==> src/rtl/vx_ti_trav_stack_if.sv <==
// Request/response bus between the traversal controller and the multi-lane stack.
interface vx_ti_trav_stack_if #(
  parameter int unsigned NUM_LANES = 4,
  parameter int unsigned DATA_W    = 32
);
  localparam int unsigned LANE_W = (NUM_LANES > 1) ? $clog2(NUM_LANES) : 1;

  logic              req_valid;
  logic              req_ready;
  logic [LANE_W-1:0] req_lane;
  logic [1:0]        req_op;
  logic [DATA_W-1:0] req_data0;
  logic [DATA_W-1:0] req_data1;

  logic              rsp_valid;
  logic              rsp_ready;
  logic [LANE_W-1:0] rsp_lane;
  logic [DATA_W-1:0] rsp_data;
  logic              rsp_empty;
  logic              rsp_ovf;

  // Traversal controller side
  modport master (
    output req_valid, req_lane, req_op, req_data0, req_data1, rsp_ready,
    input  req_ready, rsp_valid, rsp_lane, rsp_data, rsp_empty, rsp_ovf
  );

  // Stack side
  modport slave (
    input  req_valid, req_lane, req_op, req_data0, req_data1, rsp_ready,
    output req_ready, rsp_valid, rsp_lane, rsp_data, rsp_empty, rsp_ovf
  );
endinterface

==> src/rtl/vx_ti_trav_stack.sv <==
// Multi-lane BVH traversal short stack: NUM_LANES independent circular stacks
// behind one request/response port. Overflow drops the oldest entry and sets a
// sticky per-lane flag so the controller can restart that ray from the root.
module vx_ti_trav_stack #(
  parameter int unsigned NUM_LANES = 4,
  parameter int unsigned DEPTH     = 16,
  parameter int unsigned DATA_W    = 32
) (
  input  logic                 clk,
  input  logic                 reset,
  vx_ti_trav_stack_if.slave    bus,
  output logic [NUM_LANES-1:0] empty_mask_o,
  output logic [NUM_LANES-1:0] ovf_mask_o
);

  localparam int unsigned LANE_W = (NUM_LANES > 1) ? $clog2(NUM_LANES) : 1;
  localparam int unsigned PTR_W  = $clog2(DEPTH);
  localparam int unsigned CNT_W  = PTR_W + 1;

  typedef enum logic [1:0] {
    OP_INIT  = 2'b00,
    OP_PUSH  = 2'b01,
    OP_PUSH2 = 2'b10,
    OP_POP   = 2'b11
  } op_e;

  logic [DATA_W-1:0]    mem_q [NUM_LANES][DEPTH];
  logic [PTR_W-1:0]     tp_q  [NUM_LANES];
  logic [PTR_W-1:0]     tp_d  [NUM_LANES];
  logic [CNT_W-1:0]     cnt_q [NUM_LANES];
  logic [CNT_W-1:0]     cnt_d [NUM_LANES];
  logic [NUM_LANES-1:0] ovf_q, ovf_d;
  logic [NUM_LANES-1:0] empty_mask_q;

  logic                 rsp_valid_q, rsp_valid_d;
  logic [LANE_W-1:0]    rsp_lane_q, rsp_lane_d;
  logic [DATA_W-1:0]    rsp_data_q, rsp_data_d;
  logic                 rsp_empty_q, rsp_empty_d;
  logic                 rsp_ovf_q, rsp_ovf_d;

  logic [NUM_LANES-1:0] we0, we1;
  logic [PTR_W-1:0]     waddr0, waddr1;
  logic                 accept;

  assign bus.req_ready = !rsp_valid_q || bus.rsp_ready;
  assign accept        = bus.req_valid && bus.req_ready;

  assign bus.rsp_valid = rsp_valid_q;
  assign bus.rsp_lane  = rsp_lane_q;
  assign bus.rsp_data  = rsp_data_q;
  assign bus.rsp_empty = rsp_empty_q;
  assign bus.rsp_ovf   = rsp_ovf_q;
  assign empty_mask_o  = empty_mask_q;
  assign ovf_mask_o    = ovf_q;

  // Next-state for the addressed lane and the pop response; unmatched lanes are ignored
  always_comb begin
    tp_d        = tp_q;
    cnt_d       = cnt_q;
    ovf_d       = ovf_q;
    we0         = '0;
    we1         = '0;
    waddr0      = '0;
    waddr1      = '0;
    rsp_valid_d = rsp_valid_q && !bus.rsp_ready;
    rsp_lane_d  = rsp_lane_q;
    rsp_data_d  = rsp_data_q;
    rsp_empty_d = rsp_empty_q;
    rsp_ovf_d   = rsp_ovf_q;
    for (int l = 0; l < NUM_LANES; l++) begin
      if (accept && bus.req_lane == LANE_W'(l)) begin
        case (bus.req_op)
          OP_INIT: begin
            we0[l]   = 1'b1;
            waddr0   = '0;
            tp_d[l]  = PTR_W'(1);
            cnt_d[l] = CNT_W'(1);
            ovf_d[l] = 1'b0;
          end
          OP_PUSH: begin
            we0[l]  = 1'b1;
            waddr0  = tp_q[l];
            tp_d[l] = tp_q[l] + PTR_W'(1);
            if (cnt_q[l] == CNT_W'(DEPTH)) begin
              ovf_d[l] = 1'b1;
            end else begin
              cnt_d[l] = cnt_q[l] + CNT_W'(1);
            end
          end
          OP_PUSH2: begin
            we0[l]  = 1'b1;
            we1[l]  = 1'b1;
            waddr0  = tp_q[l];
            waddr1  = tp_q[l] + PTR_W'(1);
            tp_d[l] = tp_q[l] + PTR_W'(2);
            if (cnt_q[l] >= CNT_W'(DEPTH - 1)) begin
              cnt_d[l] = CNT_W'(DEPTH);
              ovf_d[l] = 1'b1;
            end else begin
              cnt_d[l] = cnt_q[l] + CNT_W'(2);
            end
          end
          default: begin
            rsp_valid_d = 1'b1;
            rsp_lane_d  = LANE_W'(l);
            rsp_ovf_d   = ovf_q[l];
            if (cnt_q[l] != '0) begin
              rsp_data_d  = mem_q[l][tp_q[l] - PTR_W'(1)];
              rsp_empty_d = 1'b0;
              tp_d[l]     = tp_q[l] - PTR_W'(1);
              cnt_d[l]    = cnt_q[l] - CNT_W'(1);
            end else begin
              rsp_data_d  = '0;
              rsp_empty_d = 1'b1;
            end
          end
        endcase
      end
    end
  end

  // Pointer, count, flag and response registers
  always_ff @(posedge clk or negedge reset) begin
    if (!reset) begin
      for (int l = 0; l < NUM_LANES; l++) begin
        tp_q[l]  <= '0;
        cnt_q[l] <= '0;
      end
      ovf_q        <= '0;
      empty_mask_q <= '1;
      rsp_valid_q  <= 1'b0;
      rsp_lane_q   <= '0;
      rsp_data_q   <= '0;
      rsp_empty_q  <= 1'b0;
      rsp_ovf_q    <= 1'b0;
    end else begin
      for (int l = 0; l < NUM_LANES; l++) begin
        tp_q[l]         <= tp_d[l];
        cnt_q[l]        <= cnt_d[l];
        empty_mask_q[l] <= (cnt_d[l] == '0);
      end
      ovf_q       <= ovf_d;
      rsp_valid_q <= rsp_valid_d;
      rsp_lane_q  <= rsp_lane_d;
      rsp_data_q  <= rsp_data_d;
      rsp_empty_q <= rsp_empty_d;
      rsp_ovf_q   <= rsp_ovf_d;
    end
  end

  // Stack storage; contents are meaningful only below the lane's count
  always_ff @(posedge clk) begin
    for (int l = 0; l < NUM_LANES; l++) begin
      if (we0[l]) mem_q[l][waddr0] <= bus.req_data0;
      if (we1[l]) mem_q[l][waddr1] <= bus.req_data1;
    end
  end

endmodule

==> src/flat_wrapper.sv <==
// flat-port wrapper written by rule: the top's interface ports become plain ports
module vx_ti_trav_stack_flat 
#(
  parameter int unsigned NUM_LANES = 4,
  parameter int unsigned DEPTH     = 16,
  parameter int unsigned DATA_W    = 32
)
  (clk, reset, empty_mask_o, ovf_mask_o, bus_req_valid, bus_req_lane, bus_req_op, bus_req_data0, bus_req_data1, bus_rsp_ready, bus_req_ready, bus_rsp_valid, bus_rsp_lane, bus_rsp_data, bus_rsp_empty, bus_rsp_ovf);
  vx_ti_trav_stack_if #(.NUM_LANES(NUM_LANES), .DATA_W(DATA_W)) bus_i ();
  input  logic clk;
  input  logic reset;
  output logic [NUM_LANES-1:0] empty_mask_o;
  output logic [NUM_LANES-1:0] ovf_mask_o;
  input wire logic [$bits(bus_i.req_valid)-1:0] bus_req_valid;
  input wire logic [$bits(bus_i.req_lane)-1:0] bus_req_lane;
  input wire logic [$bits(bus_i.req_op)-1:0] bus_req_op;
  input wire logic [$bits(bus_i.req_data0)-1:0] bus_req_data0;
  input wire logic [$bits(bus_i.req_data1)-1:0] bus_req_data1;
  input wire logic [$bits(bus_i.rsp_ready)-1:0] bus_rsp_ready;
  output wire logic [$bits(bus_i.req_ready)-1:0] bus_req_ready;
  output wire logic [$bits(bus_i.rsp_valid)-1:0] bus_rsp_valid;
  output wire logic [$bits(bus_i.rsp_lane)-1:0] bus_rsp_lane;
  output wire logic [$bits(bus_i.rsp_data)-1:0] bus_rsp_data;
  output wire logic [$bits(bus_i.rsp_empty)-1:0] bus_rsp_empty;
  output wire logic [$bits(bus_i.rsp_ovf)-1:0] bus_rsp_ovf;
  assign bus_i.req_valid = bus_req_valid;
  assign bus_i.req_lane = bus_req_lane;
  assign bus_i.req_op = bus_req_op;
  assign bus_i.req_data0 = bus_req_data0;
  assign bus_i.req_data1 = bus_req_data1;
  assign bus_i.rsp_ready = bus_rsp_ready;
  assign bus_req_ready = bus_i.req_ready;
  assign bus_rsp_valid = bus_i.rsp_valid;
  assign bus_rsp_lane = bus_i.rsp_lane;
  assign bus_rsp_data = bus_i.rsp_data;
  assign bus_rsp_empty = bus_i.rsp_empty;
  assign bus_rsp_ovf = bus_i.rsp_ovf;
  vx_ti_trav_stack #(.NUM_LANES(NUM_LANES), .DEPTH(DEPTH), .DATA_W(DATA_W)) u_core (.clk(clk), .reset(reset), .bus(bus_i), .empty_mask_o(empty_mask_o), .ovf_mask_o(ovf_mask_o));
endmodule
==> config.mk <==
export PLATFORM = sky130hd
export DESIGN_NAME = vx_ti_trav_stack_flat
export DESIGN_NICKNAME = d
export VERILOG_FILES = /design/src/rtl/vx_ti_trav_stack_if.sv /design/src/rtl/vx_ti_trav_stack.sv /design/src/flat_wrapper.sv
export SDC_FILE = /design/constraint.sdc
export NUM_CORES = 2
export LEC_CHECK = 0
export CAP_MARGIN = 30
export CORE_MARGIN = 5
export CORE_UTILIZATION = 45
export CTS_CLUSTER_DIAMETER = 40
export DETAILED_ROUTE_END_ITERATION = 16
export GPL_TIMING_DRIVEN = 1
export MAX_ROUTING_LAYER = met4
export PLACE_DENSITY = 0.67
export SLEW_MARGIN = 5
export SYNTH_ARGS = -nofsm -noshare
export SYNTH_HDL_FRONTEND = slang
export SYNTH_SLANG_ARGS = --single-unit
==> constraint.sdc <==
create_clock -name clk -period 8.9 [get_ports clk]
set_input_delay 2.67 -clock clk [delete_from_list [all_inputs] [get_ports clk]]
set_output_delay 2.67 -clock clk [all_outputs]
set_load 0.005 [all_outputs]
==> impl_results.md <==
- Status: finished clean
- Slew @ Worst Pin: 1180 ps
- PnR worst setup slack: 1810 ps
- Post-DP Area: 116,000 sq um
- Port buffer count: 117
- Worst vdd ir: 0.332 mV
- Core area: 248,000 sq um
- Post-synth EDFFs: 2,048
- Post-DRT Antenna Nets: 0
- Setup TNS: 0 ps
- WP data arrival: 4420 ps
- Hold Vio Cnt, Final: 0
- Detailed-route vias per instance: 6.50
- Post-CTS setup buffer count: 0
- Final Critical Period: 7090 ps
- Initial antenna violation count: 15
- WL final: 365 mm
- Top post-synthesis cells by area: edfxtp_1 (55%), mux2_2 (21%), mux4_2 (10%), clkbuf_1 (1.7%), dfrtp_1 (1.7%)
- Setup CP Type: input port to primary output
- Placed wire-length estimate: 217 mm
- First-pass GRT wire length: 515 mm
- FF+latch count, synth: 2,129
- Clk_lat worst skew: 980 ps
- Fmax: 141 MHz
- Finished Cell Area: 128,000 sq um
- Nets: 6,877
- Yosys cell types: 90
- Die Ht: 508 um
- Main synth FF type: edfxtp_1
- Clock tree sinks: 2,129
- Via count: 67,258
- Final slew viol count: 0
- Asr flop ratio synth: 3.80%
- Clock skew: 71.0 ps
- H-tree depth: 5
- Largest area contributor in the netlist: edfxtp_1
- TritonRoute pass-1 iters: 6
- CP required: 6230 ps
- Initial DRC count: 8,453
- Clock Tree Buf Depth: 4
- P&R area growth vs syn: 14.6%
- Max_cap viols: 0
- Clock-pin slew on the worst setup and hold paths: 50 ps
- Cells after Synth: 6,883
- Die ar.: 258,000 sq um
- DRC viols: 0
- Total CTS buffers: 343
- Hold-fix buffers at CTS: 0
- Total nets after synthesis: 7,008
- Total track usage: 28.7%
- Vias in the first global route: 67,582
- Critical Path Sink Type: primary output
- CTS resizes: 0
- Initial Util: 45.1%
- Relative slew slack: 21.0%
- Yosys warnings: 0
- Post-synthesis sequential area ratio: 56.9%
- Cell Area, Synth: 112,000 sq um
- Largest net degree at the start of global routing: 115
- Layout cell share with drive strength beyond 1: 53.3%
- Period utilization: 79.6%
- Setup violators final: 0
- Pwr dens: 280 nW/um^2
- Crit Path Max Fanout: 27
- Clock Root Buffer: clkbuf_16
- Io pins: 118
- RSZ-0062 raised after global routing: false
- Static Leakage: 42.3 nW
- Worst slack, placed: 1230 ps
- Share of the synthesized area in the top cell type: 55.1%
- CTS tree: built
- Standard-cell rows: 183
- Mapped Avg Cell Area: 16.2 sq um
- Grt total ovfl: 0
- Critical Path Start Type: input port
- Drt wl/cell: 35.3 um
- RD Place Congestion: 1.04
- Die width: 508 um
- Worst hold path class: register to register
-- path summary, 6_finish.rpt --
kind	from	depth (start not counted)	slack, ps	endpoint
hold / removal	u_core.bus.rsp_lane[0]	2	530	u_core.bus.rsp_lane[0]
max in group asynchronous	reset	2	5910	u_core.bus.rsp_data[9]
hold reg to reg	u_core.bus.rsp_lane[0]	2	530	u_core.bus.rsp_lane[0]
min in group asynchronous	reset	1	1710	u_core.cnt_q[12]
setup / recovery	bus_rsp_ready	5	1810	bus_req_ready
setup reg to reg	u_core.tp_q[0]	10	3510	u_core.mem_q[0][105]
-- cells by family (layout without fill, tap and decap cells) --
kind of cell	Yosys count	in the layout	synth area share (%)
and+or+nand+nor	489	489	2.65
other	0	10	0
AOI/OAI and AO/OA	453	453	2.74
muxes	2798	2798	33.4
DFF	2129	2129	56.9
buffers and inverters	939	1068	3.61
adders and majority gates	53	53	0.594
xor gates and xnor gates	22	22	0.173
-- power by group --
group          internal [mW]  leakage [nW]  switching (mW)
clock network           8.41          5.46            4.93
registers               11.2          19.4           0.514
logic                   4.60          17.4            6.12
total                   24.2          42.3            11.6
-- stage by stage --
| step | std cells | util, % | hold WS (ps) | total power [mW] |
|---|---|---|---|---|
| floorplan | 6883 | - | 473 | 18.6 |
| global placement | 9705 | 46.8 | 517 | 22.4 |
| detailed placement | 9725 | 47.0 | 510 | 22.5 |
| CTS | 10330 | 51.6 | 522 | 35.8 |
| global route | 10346 | 51.7 | 545 | 36.8 |
| finish | 10352 | 51.7 | 526 | 35.8 |
-- state kept, by name (all words and copies together) (netlist names) --
signal / flops
u_core.cnt_q: 20
u_core.empty_mask_o: 4
u_core.tp_q: 16
u_core.mem_q: 2048
u_core.bus.rsp_lane: 2
u_core.bus.rsp_data: 32
u_core.bus.rsp_valid: 1
u_core.bus.rsp_ovf: 1
u_core.bus.rsp_empty: 1
u_core.ovf_mask_o: 4
-- per-layer routing --
layer / track usage (%) / share of wire (%) / up-vias
li1: - / - / 27098
met1: 37.2 / 38 / 35604
met2: 42.7 / 46 / 3816
met3: 6.47 / 10 / 740
met4: 14.3 / 5.6 / 0
met5: - / 0 / -
-- synthesized netlist by cell type, types with 10 or more instances --
| cell type | n |
|---|---|
| mux4_2 | 514 |
| mux2_1 | 49 |
| clkbuf_1 | 516 |
| mux2_4 | 29 |
| nor4_4 | 14 |
| inv_1 | 41 |
| mux2i_1 | 112 |
| nor3_4 | 15 |
| buf_4 | 67 |
| ha_1 | 53 |
| xnor2_1 | 10 |
| buf_1 | 152 |
| nand2b_1 | 13 |
| a221oi_1 | 11 |
| mux2_2 | 2094 |
| o22ai_1 | 38 |
| nand2_1 | 185 |
| o211ai_1 | 77 |
| o311ai_1 | 13 |
| nor3_1 | 22 |
| nor2_1 | 72 |
| dfrtp_1 | 77 |
| a21oi_1 | 68 |
| o311ai_0 | 10 |
| nand4_2 | 19 |
| edfxtp_1 | 2048 |
| buf_2 | 153 |
| nand3_1 | 49 |
| o21ai_0 | 119 |
| nand4_1 | 21 |
| o21bai_1 | 27 |
| xor2_1 | 12 |
-- critical path, cell delays in order --
cell and delay, ps:
clkdlybuf4s50_1 490, nor2b_2 40, buf_4 230, inv_2 310, clkdlybuf4s50_1 670
-- layout by cell type, fill, tap and decap left out, types with 44 or more instances in the layout --
master / instances
nand2_1: 185
edfxtp_1: 2048
dfrtp_1: 73
mux2_2: 2094
clkdlybuf4s50_1: 52
clkbuf_16: 348
buf_2: 64
a21oi_1: 68
o211ai_1: 77
buf_4: 271
mux4_2: 514
mux2_1: 49
clkinvlp_4: 44
nor2_1: 69
nand3_1: 47
ha_1: 49
mux2i_1: 112
o21ai_0: 86
-- final cells by class --
class,instances,area (sq um)
clock buffer,383,8880
tap,3330,4170
clock inverter,222,2510
sequential,2129,63500
antenna,10,25.0
timing repair buffer,420,3610
inverter,43,161
multi-input combinational,3815,45100
fill,20146,120000
Note: power is estimated with default switching activity, not from simulation.
